$ cat src/rtl/seven_seg_scanner.sv
// Four-digit common-anode seven-segment scanner with inter-digit blanking,
// leading-zero suppression and frame-aligned swapping of new display values.
module seven_seg_scanner #(
  parameter int REFRESH_DIV  = 50000,
  parameter int BLANK_CYCLES = 500,
  parameter bit LZ_BLANK     = 1'b0
) (
  input  logic        clk,
  input  logic        reset,
  input  logic        enable,
  input  logic        load,
  input  logic [15:0] value_in,
  input  logic [3:0]  dp_in,
  output logic [3:0]  digit_data,
  input  logic [7:0]  seg_in,
  output logic [7:0]  seg_out,
  output logic [3:0]  an,
  output logic        frame_start
);

  localparam int TW = (REFRESH_DIV > 2) ? $clog2(REFRESH_DIV) : 1;

  typedef enum logic {BLANK, SHOW} phase_t;

  logic [TW-1:0] tick, tick_nxt;
  logic [1:0]    idx, idx_nxt;
  logic [15:0]   shadow_val, active_val, active_val_nxt;
  logic [3:0]    shadow_dp, active_dp, active_dp_nxt;
  logic          pending, pending_nxt;
  logic          wrap, boundary, lz_suppress;
  phase_t        phase_nxt;
  logic [3:0]    an_nxt;

  // Anodes are registered from next-state values so they line up with tick/idx.
  // NOTE: every variable gets a default at the top of always_comb, so no latch is inferred.
  always_comb begin
    wrap           = (tick == TW'(REFRESH_DIV - 1));
    tick_nxt       = wrap ? '0 : tick + 1'b1;
    idx_nxt        = wrap ? idx + 2'd1 : idx;
    boundary       = wrap && (idx == 2'd3);
    active_val_nxt = active_val;
    active_dp_nxt  = active_dp;
    pending_nxt    = pending;

    if (boundary) begin
      if (load) begin
        active_val_nxt = value_in;
        active_dp_nxt  = dp_in;
      end else if (pending) begin
        active_val_nxt = shadow_val;
        active_dp_nxt  = shadow_dp;
      end
      pending_nxt = 1'b0;
    end else if (load) begin
      pending_nxt = 1'b1;
    end

    unique case (idx_nxt)
      2'd1:    lz_suppress = LZ_BLANK && (active_val_nxt[15:4]  == '0);
      2'd2:    lz_suppress = LZ_BLANK && (active_val_nxt[15:8]  == '0);
      2'd3:    lz_suppress = LZ_BLANK && (active_val_nxt[15:12] == '0);
      default: lz_suppress = 1'b0;
    endcase

    phase_nxt = (tick_nxt < TW'(BLANK_CYCLES)) ? BLANK : SHOW;
    an_nxt    = (phase_nxt == BLANK || !enable || lz_suppress)
              ? 4'b1111 : ~(4'b0001 << idx_nxt);
  end

  assign digit_data = active_val[{idx, 2'b00} +: 4];

  // NOTE: sequential state uses non-blocking assignments only, so all registers
  // sample the same pre-edge values regardless of statement order.
  always_ff @(posedge clk or posedge reset) begin
    if (reset) begin
      tick        <= '0;
      idx         <= '0;
      shadow_val  <= '0;
      shadow_dp   <= '0;
      active_val  <= '0;
      active_dp   <= '0;
      pending     <= 1'b0;
      an          <= 4'b1111;
      seg_out     <= 8'hFF;
      frame_start <= 1'b0;
    end else begin
      tick        <= tick_nxt;
      idx         <= idx_nxt;
      active_val  <= active_val_nxt;
      active_dp   <= active_dp_nxt;
      pending     <= pending_nxt;
      an          <= an_nxt;
      frame_start <= boundary;
      // Decimal point is active-low: a lit dp pulls the bit to 0.
      seg_out     <= {seg_in[7:1], seg_in[0] & ~active_dp[idx]};
      if (load) begin
        shadow_val <= value_in;
        shadow_dp  <= dp_in;
      end
    end
  end

endmodule
$ cat config.mk
export PLATFORM = sky130hd
export DESIGN_NAME = seven_seg_scanner
export DESIGN_NICKNAME = d
export VERILOG_FILES = /design/src/rtl/seven_seg_scanner.sv
export SDC_FILE = /design/constraint.sdc
export NUM_CORES = 1
export LEC_CHECK = 0
export ABC_CLOCK_PERIOD_IN_PS = 2000
export CAP_MARGIN = 20
export CORE_ASPECT_RATIO = 0.7
export CORE_UTILIZATION = 26
export CTS_BUF_LIST = sky130_fd_sc_hd__clkbuf_8
export DETAILED_ROUTE_END_ITERATION = 10
export HOLD_SLACK_MARGIN = 0.12
export PLACE_DENSITY_LB_ADDON = 0.05
export RECOVER_POWER = 100
export SYNTH_ARGS = -nofsm -noshare
export SYNTH_HDL_FRONTEND = slang
export SYNTH_SLANG_ARGS = --single-unit
$ cat constraint.sdc
create_clock -name clk -period 2 [get_ports clk]
set_input_delay 0.3 -clock clk [delete_from_list [all_inputs] [get_ports clk]]
set_output_delay 0.3 -clock clk [all_outputs]
set_load 0.1 [all_outputs]
* Yosys cells after proc, flatten, opt, wreduce, memory -nomap -nowiden *
Index checks and enable logic that the tools add are counted.

operators by class
  bitwise logic cells = 3
  mux-type cells = 11
  reduce and logical (&&, ||, !) cells = 6
  $lt $le $gt $ge = 2
  equality and inequality tests = 2
  shift-type cells = 2
  add/sub/neg operators = 2

operators by type and width
  kind                   number
  $mux 16                3
  $add 16x1->16 const B  1
  $eq 16x16->1 const B   1
  $lt 16x9->1 const B    1
  $shiftx 16x5->4        1
  $mux 4                 3
  $not 4->4              1
  $reduce_bool 2->1      2
  $shl 1x2->4 const A    1
  $lt 2x3->1 const B     1
  $mux 1                 3
  $add 2x1->2 const B    1
  $bmux 1 s2             1
  $eq 2x2->1 const B     1
  $mux 2                 1
  $reduce_and 2->1       1
  $and 1x1->1            1
  $logic_and 1x1->1      1
  $logic_not 1->1        1
  $logic_or 1x1->1       1
  $not 1->1              1

word-level totals
  bits in registers = 72
  output and inout port bits = 17
  logic and storage cells = 38

* Logic depth before layout (Yosys ltp) *
Gate-level depths: netlist (run 1).

  word-level depth = 5
  gate-level depth with buffers = 8
  mapped depth without buffers = 6

* Worst setup path after synthesis (run 1) *
No wires, ideal clock.

  kind = flip-flop to flip-flop
  start point = register tick[0]
  end point = register an[0]
  setup time = 99 ps
  clock period less this slack = 2063 ps
  required time = 1901 ps
  stages on the path, launching flop included = 8
  path slack = -63 ps
  arrival time = 1965 ps
  path through = dfrtp_1 > ha_1 > buf_4 > nand2_1 > or4_1 > mux2i_1 > a31oi_1 > o311ai_1

between the ends
  cells in the longest elaborated chain, start to end = 5
  elaborated cells between the ends (all ways) = 9
  those cells by class = add/sub: 1; order compare: 1; eq/ne: 1; shift: 1; mux: 3; bitwise: 1; reduce/logical: 1

ends and longest elaborated chain
  item                                           line    source
  from (decl)                                    25      logic [TW-1:0] tick, tick_nxt;
  from (signal assigned)                         87      tick <= tick_nxt;
  $add 16x1->16 or $eq 16x16->1 (tied branches)  38, 37
  $mux 16 or $mux 2 (tied branches)              38, 39
  $lt 16x9->1 or $shl 1x2->4 (tied branches)     65, 67
  $logic_or 1x1->1 or $not 4->4 (tied branches)  66, 67
  $mux 4 *                                       67      ? 4'b1111 : ~(4'b0001 << idx_nxt);
  via an_nxt[0]                                  32      logic [3:0] an_nxt;
  to (signal assigned)                           92      an <= an_nxt;
  to (decl)                                      17      output logic [3:0] an,

The timed path passes the listed nets; every way through them passes the cells marked *.
A chain may end at the register's enable or synchronous reset.

* Worst setup path in the final report (run 1) *
  start point = register tick[1]
  end point = register an[3]

Same word-level chain as after synthesis.

==> results.md, run 1 <==
* Run status: complete, but fails checks
* Failing checks: negative setup slack
* IO Pins at 49
* Start point of the worst hold path: seg_in[3]
* Hold/Removal Path Class: in -> reg
* Clock sink count at 72
* F_max at 498.0 MHz
* GR Util met3 at 4.099%
* Fill cells at 1167
* Synth Instances at 237
* ANT cells at 0
* Most Crowded Layer GR: met1
* Synthesis Warnings at 0
* Crit-path cells: ha_2 -> nand2_2 -> or4_4 -> mux2i_2 -> a31oi_4 -> o311ai_2
* Final wirelength at 7148 um
* Initial core utilization at 26.87%
* Core area at 11770 um2
* FF+latch count, synth at 72
* Share of the synthesized area in the top cell type at 47.49%
* Post-synthesis sequential area ratio at 57.46%
* PD cells at 673.9 nW/um2
* Synth top area cells: dfrtp_1 47%, mux2_2 15%, dfstp_2 10%
* Layout Cells excl Fill at 493
* Initial DRC Count at 62
* Synth Flop Type: dfrtp_1
* Startpoint types: register
* Most common cell after layout, fill and taps aside: dfrtp_1
* Largest net degree at the start of global routing at 29
* Initial antenna violation count at 0
* # H-tree levels at 3
* Vias at 2170
* Commonest cells after routing, fill and taps aside: 58 x dfrtp_1, 53 x buf_4, 32 x mux2_2
* Fraction of layout cells with a size suffix above 1 at 44.94%
* Cts hold-fix bufs at 0
* Critical Path End Type: register
* Maxcap violations at 0
* Clock buffer depth at 2
* Worst EP required at 2.25 ns
* CTS Buf Count at 9
* Post-place setup slack at -0.01764 ns
* Hpwl dp at 4950 um
* CP peak stage delay at 0.51 ns
* Final Wtd Congestion at 0.7456
* Fraction of registers with async set/reset at 100.0%
* Rows at 33
* Relative slew slack at 38.20%
* Final setup vio count at 1
* R2R Path Start: tick[1]
* Critical Path AT at 2.26 ns
* Total congestion overflow at 0
* Met1 usage at 18.60%
* Clock-pin slew on the worst setup and hold paths at 0.09 ns
* All-Layer GR Usage at 12.82%
* Max Slew Vio Count at 0
* First-pass GRT wire length at 11970 um
* PortBufs at 48
* Syn avg cell area at 13.34 um2
* Detailed Routing Iterations Pass 1 at 4
* Area of placed instances at 4163 um2
* Post-layout instance area at 4462 um2
* Cell Area, Synth at 3162 um2
* Post-layout minimum cycle time at 2.008 ns
* Vias in the first global route at 2272
* Root buffer cell: clkbuf_8
* Type of the worst setup path: reg -> reg
* Cells after DPL at 473
* Fin crit share at 100.4%
* Layout Nets at 365
* Die width at 133.8 um
* Unrepaired setup endpoints after global routing: yes
* Vias per cell at 4.402
* Largest area contributor in the netlist: dfrtp_1
* CP Launch Point: tick[1]
* Final worst setup slack at -0.007929 ns
* Leak at 1.940 nW
* Synth-to-layout area growth at 41.12%
* Die area at 12610 um2
* Actual slew at the worst max-slew pin at 0.9219 ns
* End-of-flow core utilization at 37.92%
* Die Height at 94.27 um
* Worst Skew at 0.01188 ns
* CP bufs+invs at 0
* Post-synth EDFFs at 0
* Peak supply drop at 0.3966 mV
* DRC viols at 0
* CP max stage cell: or4_4
* Syn_nets at 271
* Top delay family on crit path: simple AND/OR/NAND/NOR gates
* Setup TNS at -0.007929 ns
* Met2 usage at 17.62%
* Max FO, Critical Path at 4
* WL/cell at 14.50 um
* Synth cell types at 46
* Detail Route Antenna Nets at 0
* Worst-Skew Late Latency at 0.35 ns
* CTS tree: built
* Final hold vios at 0
final timing paths:
path / to / slack (ns) / cells after the start
worst max-delay path: an[3] / -0.008 / 6
worst min-delay path: seg_out[3] / 0.48 / 1
worst max register to register: an[3] / -0.008 / 6
worst min register to register: shadow_val[7] / 0.49 / 1
max in group asynchronous: shadow_dp[1] / 0.28 / 3
min in group asynchronous: idx[1] / 0.54 / 2
layer usage:
metal	up-vias	share of wire (%)	wire length, um
met4	0	1.2	83
met5	-	0	0
met1	1081	53	3754
met2	41	42	3030
met3	9	3.9	279
li1	1039	-	-
cells in the mapped netlist (4+ instances only):
master,number
dfrtp_1,60
mux2_2,43
dfstp_2,12
nand2_1,12
nor2_1,12
xnor2_1,8
nand3_1,6
buf_2,5
inv_1,5
mux4_2,5
o21ai_0,5
xor2_1,5
clkbuf_1,4
nor4_1,4
o311ai_1,4
state kept, by name (all words and copies together), names as in the netlist:
| register | cells |
|---|---|
| active_val | 16 |
| shadow_val | 16 |
| tick | 16 |
| seg_out | 8 |
| active_dp | 4 |
| an | 4 |
| shadow_dp | 4 |
| idx | 2 |
| frame_start | 1 |
| pending | 1 |
layout make-up:
type / instances / area (um2) / share of cell area (%)
multi-input cells: 148 / 1376 / 30.85
flip-flops and latches: 72 / 1819 / 40.77
inverters: 5 / 20.02 / 0.4487
clock buffers: 9 / 123.9 / 2.776
repair buffers: 95 / 837.1 / 18.76
clock inverters: 7 / 88.84 / 1.991
well taps: 157 / 196.4 / 4.403
logic make-up after synthesis:
logic type	Yosys count	synth area share, %
AO/OA/AOI/OAI	22	5.184
XOR/XNOR	13	3.601
adder cells (fa/ha/maj)	2	0.7913
buffers and inverters	17	2.335
flip-flops	72	57.46
multiplexers	50	19.51
AND/OR/NAND/NOR	61	11.12
worst register-to-register path: cells and delay by family, from the launching register on:
| family | cells | cell delay [ns] |
|---|---|---|
| adder cells (fa/ha/maj) | 1 | 0.22 |
| flip-flops | 1 | 0.40 |
| AND/OR/NAND/NOR | 2 | 0.59 |
| AO/OA/AOI/OAI | 2 | 0.47 |
| multiplexers | 1 | 0.24 |
metrics by stage:
step                power [mW]  hold slack, ns
finish                   3.007          0.4808
global route             3.152          0.4525
CTS                      3.095          0.3203
detailed placement       1.800          0.4845
global placement         1.799          0.4822
floorplan                1.688          0.3045
repair_timing:
item,in CTS,in global routing
setup endpoints to repair,8,27
buffers inserted,0,4
pin swaps,7,2
gates resized for setup,11,9
power by group:
group | switching, mW | internal (mW)
clock | 0.567 | 0.693
combinational | 0.132 | 0.0941
sequential | 0.0105 | 1.51
total | 0.710 | 2.30
(Power assumes the default switching activity.)
==> run 2, diff against run 1 <==
--- a/config.mk
+++ b/config.mk
@@ -5,12 +5,13 @@
 export SDC_FILE = /design/constraint.sdc
 export NUM_CORES = 1
 export LEC_CHECK = 0
-export ABC_CLOCK_PERIOD_IN_PS = 2000
+export ABC_CLOCK_PERIOD_IN_PS = 2350
 export CAP_MARGIN = 20
 export CORE_ASPECT_RATIO = 0.7
 export CORE_UTILIZATION = 26
 export CTS_BUF_LIST = sky130_fd_sc_hd__clkbuf_8
 export DETAILED_ROUTE_END_ITERATION = 10
+export GPL_ROUTABILITY_DRIVEN = 0
 export HOLD_SLACK_MARGIN = 0.12
 export PLACE_DENSITY_LB_ADDON = 0.05
 export RECOVER_POWER = 100
==> constraint.sdc (replaced) <==
create_clock -name clk -period 2.35 [get_ports clk]
set_input_delay 0.3525 -clock clk [delete_from_list [all_inputs] [get_ports clk]]
set_output_delay 0.3525 -clock clk [all_outputs]
set_load 0.1 [all_outputs]
==> run 2 against run 1 <==
Maximum frequency shrank 8.9%. Cell area down 9.3%. Largest cell class unchanged. Largest power group unchanged. Sequential share of layout area grew 4.1 points. Core utilization decreased by 3.5 points. The flow now finishes without violations. Register-to-register slack improved by 0.15 ns. Sequential cell count did not move. Setup slack better by 0.15 ns. Critical path depth decreased by 1. Combinational power shrank 19%. Clock skew decreased by 0.0010 ns.
==> results.md, run 2 (same netlist as run 1, synthesis figures left out) <==
* Hpwl dp at 4693 um (-5.2%)
* Maxcap violations at 0 (unchanged)
* Final setup vio count at 0 (-1)
* Core area at 11770 um2 (unchanged)
* Clock-pin slew on the worst setup and hold paths at 0.09 ns (about the same)
* Power Total at 2.573 mW (-14%)
* Root buffer cell: clkbuf_8
* Clock sink count at 72 (unchanged)
* Clock buffer depth at 2 (unchanged)
* Actual slew at the worst max-slew pin at 1.161 ns (+0.2391 ns)
* Type of the worst setup path: reg -> reg
* Total congestion overflow at 0 (unchanged)
* ANT cells at 0 (unchanged)
* Fin crit share at 93.77% (-6.6 points)
* Setup TNS at 0 ns (+0.007929 ns)
* Startpoint types: register
* Post-layout minimum cycle time at 2.204 ns (+0.1958 ns)
* Vias per cell at 4.489 (+2.0%)
* Layout Nets at 336 (-7.9%)
* PortBufs at 48 (unchanged)
* PD cells at 635.6 nW/um2 (-5.7%)
* CTS Buf Count at 9 (unchanged)
* Vias at 2083 (-4.0%)
* Max FO, Critical Path at 6 (+2)
* First-pass GRT wire length at 11340 um (-5.3%)
* Hold/Removal Path Class: reg -> reg
* Initial antenna violation count at 0 (unchanged)
* All-Layer GR Usage at 12.06% (-0.77 points)
* Synth-to-layout area growth at 28.06%
* Die width at 133.8 um (unchanged)
* Final wirelength at 6673 um (-6.6%)
* Detailed Routing Iterations Pass 1 at 4 (unchanged)
* Critical Path AT at 2.46 ns (+0.20 ns)
* CTS tree: built
* Max Slew Vio Count at 0 (unchanged)
* Vias in the first global route at 2130 (-6.3%)
* IO Pins at 49 (unchanged)
* Commonest cells after routing, fill and taps aside: 60 x dfrtp_1, 28 x mux2_2, 22 x clkdlybuf4s50_1
* Fraction of layout cells with a size suffix above 1 at 30.29% (-15 points)
* Die Height at 94.27 um (unchanged)
* Leak at 1.745 nW (-10%)
* Detail Route Antenna Nets at 0 (unchanged)
* Peak supply drop at 0.2801 mV (-29%)
* Largest net degree at the start of global routing at 36 (+24%)
* Worst EP required at 2.60 ns (+0.35 ns)
* Initial DRC Count at 70 (+13%)
* F_max at 453.8 MHz (-8.9%)
* # H-tree levels at 3 (unchanged)
* Fill cells at 1206 (+3.3%)
* Routed wl met3 at 328 um (+18%)
* Most common cell after layout, fill and taps aside: dfrtp_1
* WL/cell at 14.38 um (-0.81%)
* DR top layer: met4
* DRC viols at 0 (unchanged)
* Biggest regs: active_val x16, shadow_val x16, tick x16
* Unrepaired setup endpoints after global routing: no
* Rows at 33 (unchanged)
* FF/Latch Area at 1817 um2 (-0.14%)
* Area of the multi-input gates at 1275 um2 (-7.4%)
* Run status: finished, final reports clean
* Met2 WL at 2725 um (-10%)
* Relative slew slack at 22.93% (-15 points)
* Initial core utilization at 26.87% (unchanged)
* Final hold vios at 0 (unchanged)
* Die area at 12610 um2 (unchanged)
* Worst Skew at 0.01086 ns (-0.001024 ns)
* Critical Path End Type: register
* M1 WL at 3541 um (-5.7%)
* Worst-Skew Late Latency at 0.35 ns (about the same)
run 2: cell types whose count changed in the layout (fill, tap and decap cells not counted), moves of 4 or more:
cell,delta
buf_6,+4
buf_12,-5
clkbuf_2,+8
clkbuf_1,+8
mux2_1,+4
mux2_2,-4
buf_4,-44
run 2: final cells by class:
type                            instances  share of cell area, %
Timing Repair Buffer                   66                  12.89
Inverter                                5                 0.4635
Tap cell                              157                  4.852
Sequential cell                        72                  44.87
Multi-Input combinational cell        148                  31.49
Clock buffer                            9                  3.059
Clock inverter                          7                  2.379
run 2: what timing repair did:
action,in CTS,in global routing
resized for setup,0,2
endpoints found under the setup margin,0,1
hold buffers,0,0
buffers inserted,0,0
run 2: per-stage QoR:
stage | setup WS (ns) | util (%) | cell area, um2 | hold WS (ns) | std cells
CTS | 0.07660 | 35.48 | 4175 | 0.2939 | 464
detailed placement | 0.1486 | 33.61 | 3955 | 0.4817 | 448
global placement | 0.2286 | 33.61 | 3955 | 0.4774 | 448
floorplan | 0.1924 | - | 3162 | 0.3570 | 237
finish | 0.1463 | 34.41 | 4049 | 0.4863 | 464
global route | 0.01954 | 34.41 | 4049 | 0.5113 | 464
run 2: report_power, final:
| part | leakage, nW | internal (mW) | switching, mW |
|---|---|---|---|
| logic | 0.738 | 0.0732 | 0.112 |
| clock network | 0.107 | 0.600 | 0.497 |
| registers | 0.899 | 1.28 | 0.00799 |
run 2: worst max-delay path, cell delays in order, from the launching register on:
cell	delay (ns)
dfrtp_1	0.44
or3_4	0.43
or4_1	0.63
a21boi_4	0.19
nor4_2	0.09
o311ai_2	0.31
run 2: routing by layer:
layer  up-vias  global-route usage [%]
met4         0                   3.977
met5         -                       0
li1        988                       -
met1      1040                   17.44
met3         9                   3.937
met2        46                   16.58
run 2: path summary, 6_finish.rpt:
| path | startpoint | to | slack [ns] | depth (start not counted) |
|---|---|---|---|---|
| max in group asynchronous | reset | shadow_val[12] | 0.51 | 3 |
| min in group asynchronous | reset | shadow_val[10] | 0.52 | 2 |
| setup reg to reg | tick[5] | an[3] | 0.15 | 5 |
| setup / recovery | tick[5] | an[3] | 0.15 | 5 |
| hold reg to reg | shadow_val[1] | shadow_val[1] | 0.49 | 1 |
| hold / removal | shadow_val[1] | shadow_val[1] | 0.49 | 1 |
==> run 3, diff against run 2 <==
--- a/config.mk
+++ b/config.mk
@@ -7,8 +7,10 @@
 export LEC_CHECK = 0
 export ABC_CLOCK_PERIOD_IN_PS = 2350
 export CAP_MARGIN = 20
+export CELL_PAD_IN_SITES_DETAIL_PLACEMENT = 1
+export CELL_PAD_IN_SITES_GLOBAL_PLACEMENT = 2
 export CORE_ASPECT_RATIO = 0.7
-export CORE_UTILIZATION = 26
+export CORE_UTILIZATION = 35
 export CTS_BUF_LIST = sky130_fd_sc_hd__clkbuf_8
 export DETAILED_ROUTE_END_ITERATION = 10
 export GPL_ROUTABILITY_DRIVEN = 0
==> run 3 against run 2 <==
Clock-buffer cell count unchanged. Combinational power increased by 2%. Core utilization increased by 12 points. Die area decreased by 25%. First-iteration DRC count decreased by 39%. Clock skew decreased by 0.0036 ns.
==> results.md, run 3 (same netlist as run 1, synthesis figures left out) <==
* CP peak stage delay at 0.64 ns (about the same)
* Setup TNS at 0 ns (unchanged)
* Core area at 8618 um2 (-27%)
* Critical Path End Type: register
* Final setup vio count at 0 (unchanged)
* Rows at 28 (-15%)
* CP Launch Point: tick[5]
* Total congestion overflow at 0 (unchanged)
* Die width at 115.6 um (-14%)
* Final hold vios at 0 (unchanged)
* Top delay family on crit path: simple AND/OR/NAND/NOR gates
* Synth-to-layout area growth at 27.19%
* Unrepaired setup endpoints after global routing: no
* FF-to-FF path depth at 5 (unchanged)
* Type of the worst setup path: reg -> reg
* Detailed Routing Iterations Pass 1 at 4 (unchanged)
* Most common cell after layout, fill and taps aside: dfrtp_1
* Leak at 1.775 nW (+1.7%)
* First-pass GRT wire length at 11910 um (+5.1%)
* IO Pins at 49 (unchanged)
* Cts hold-fix bufs at 0 (unchanged)
* WL/cell at 16.30 um (+13%)
* Crit-path cells: or3_1 -> or4_1 -> a21boi_4 -> nor4_2 -> o311ai_1
* Maxcap violations at 0 (unchanged)
* Vias at 2112 (+1.4%)
* Initial core utilization at 36.69% (+9.8 points)
* CTS Buf Count at 9 (unchanged)
* CTS tree: built
* # H-tree levels at 3 (unchanged)
* CTS resizes at 0 (unchanged)
* Worst setup endpoint: an[1]
* Post-layout minimum cycle time at 2.232 ns (+0.02810 ns)
* PortBufs at 48 (unchanged)
* Relative slew slack at 21.45% (-1.5 points)
* F_max at 448.1 MHz (-1.3%)
* Die area at 9424 um2 (-25%)
* Crit path depth at 5 (unchanged)
* Clock buffer depth at 2 (unchanged)
* Max Slew Vio Count at 0 (unchanged)
* PD cells at 659.1 nW/um2 (+3.7%)
* Critical Path AT at 2.49 ns (+0.03 ns)
* Startpoint types: register
* Hold/Removal Path Class: reg -> reg
* Power Total at 2.650 mW (+3.0%)
* Initial antenna violation count at 0 (unchanged)
* Fraction of layout cells with a size suffix above 1 at 29.35% (-0.94 points)
* All-Layer GR Usage at 17.31% (+5.3 points)
* Max FO, Critical Path at 6 (unchanged)
* DRC viols at 0 (unchanged)
* Vias in the first global route at 2187 (+2.7%)
* Worst EP required at 2.61 ns (about the same)
* Largest net degree at the start of global routing at 30 (-17%)
* Initial DRC Count at 43 (-39%)
* Hpwl dp at 5274 um (+12%)
* ANT cells at 0 (unchanged)
* Layout Nets at 339 (+0.89%)
* Die Height at 81.52 um (-14%)
* Postcts setup bufs at 0 (unchanged)
* Commonest cells after routing, fill and taps aside: 60 x dfrtp_1, 27 x mux2_2, 22 x clkdlybuf4s50_1
* Peak supply drop at 0.3134 mV (+12%)
* Worst Skew at 0.007207 ns (-0.003649 ns)
* Biggest regs: active_val x16, shadow_val x16, tick x16
* Root buffer cell: clkbuf_8
* Fin crit share at 94.97% (+1.2 points)
* Clock-pin slew on the worst setup and hold paths at 0.07 ns (-0.02 ns)
* Vias per cell at 4.912 (+9.4%)
* Final wirelength at 7010 um (+5.1%)
* CP max stage cell: or4_1
* FF-to-FF setup slack at 0.12 ns (-0.03 ns)
* Actual slew at the worst max-slew pin at 1.183 ns (+0.02241 ns)
* Terminus of the critical flop-to-flop path: an[1]
* Worst-Skew Late Latency at 0.36 ns (about the same)
* CP bufs+invs at 0 (unchanged)
* R2R Path Start: tick[5]
* Detail Route Antenna Nets at 0 (unchanged)
* Clock sink count at 72 (unchanged)
* Run status: finished, final reports clean
[run 3: cell types whose count changed in the layout (fill, tap and decap cells not counted), moves of 2 or more]
cell        previous run  this run
clkbuf_4               0         2
clkinv_2               0         2
clkinvlp_4             2         0
clkbuf_1               9        11
buf_6                  4         1
[run 3: cell type report]
class | instances | area (um2)
Timing Repair Buffer | 69 | 535.5
Multi-Input combinational cell | 148 | 1264
Fill cell | 932 | 4597
Sequential cell | 72 | 1817
Clock buffer | 9 | 123.9
Inverter | 5 | 18.77
Clock inverter | 7 | 112.6
Tap cell | 120 | 150.1
[run 3: worst min path at each step]
stage	cells past startpoint	startpoint	slack, ns	endpoint
floorplan	0	seg_in[1]	0.36	seg_out[1]
global placement	1	shadow_val[3]	0.48	shadow_val[3]
detailed placement	1	shadow_val[14]	0.48	shadow_val[14]
CTS	2	reset	0.31	tick[14]
global route	1	shadow_dp[0]	0.51	shadow_dp[0]
finish	1	shadow_val[3]	0.48	shadow_val[3]
[run 3: routing by layer]
layer  vias up  routed length (um)  GRT usage, %
met2        52                2797         22.51
met3         8                 398         6.863
met4         0                  70         4.675
met5         -                   0             0
met1      1064                3744         25.96
li1        988                   -             -
[run 3: worst register-to-register path: stages (launching register included)]
cell and delay (ns):
dfrtp_1 0.45, or3_1 0.46, or4_1 0.65, a21boi_4 0.20, nor4_2 0.09, o311ai_1 0.30
[run 3: per-stage QoR]
| step | setup slack (ns) | area [um2] | utilization (%) | hold WS, ns | instances |
|---|---|---|---|---|---|
| 2_1_floorplan | 0.1924 | 3162 | - | 0.3570 | 237 |
| 6_report | 0.1182 | 4021 | 46.66 | 0.4837 | 430 |
| 4_1_cts | 0.1298 | 4180 | 48.50 | 0.3092 | 430 |
| 3_5_place_dp | 0.1209 | 3944 | 45.76 | 0.4837 | 414 |
| 3_3_place_gp | 0.2084 | 3944 | 45.76 | 0.4795 | 414 |
| 5_1_grt | 0.02534 | 4021 | 46.66 | 0.5114 | 430 |
[run 3: power by group]
part           internal [mW]  leakage [nW]  switching, mW  total (mW)
Combinational         0.0738         0.751          0.115       0.189
Sequential              1.28         0.899        0.00888        1.29
Clock                  0.699         0.124          0.469        1.17
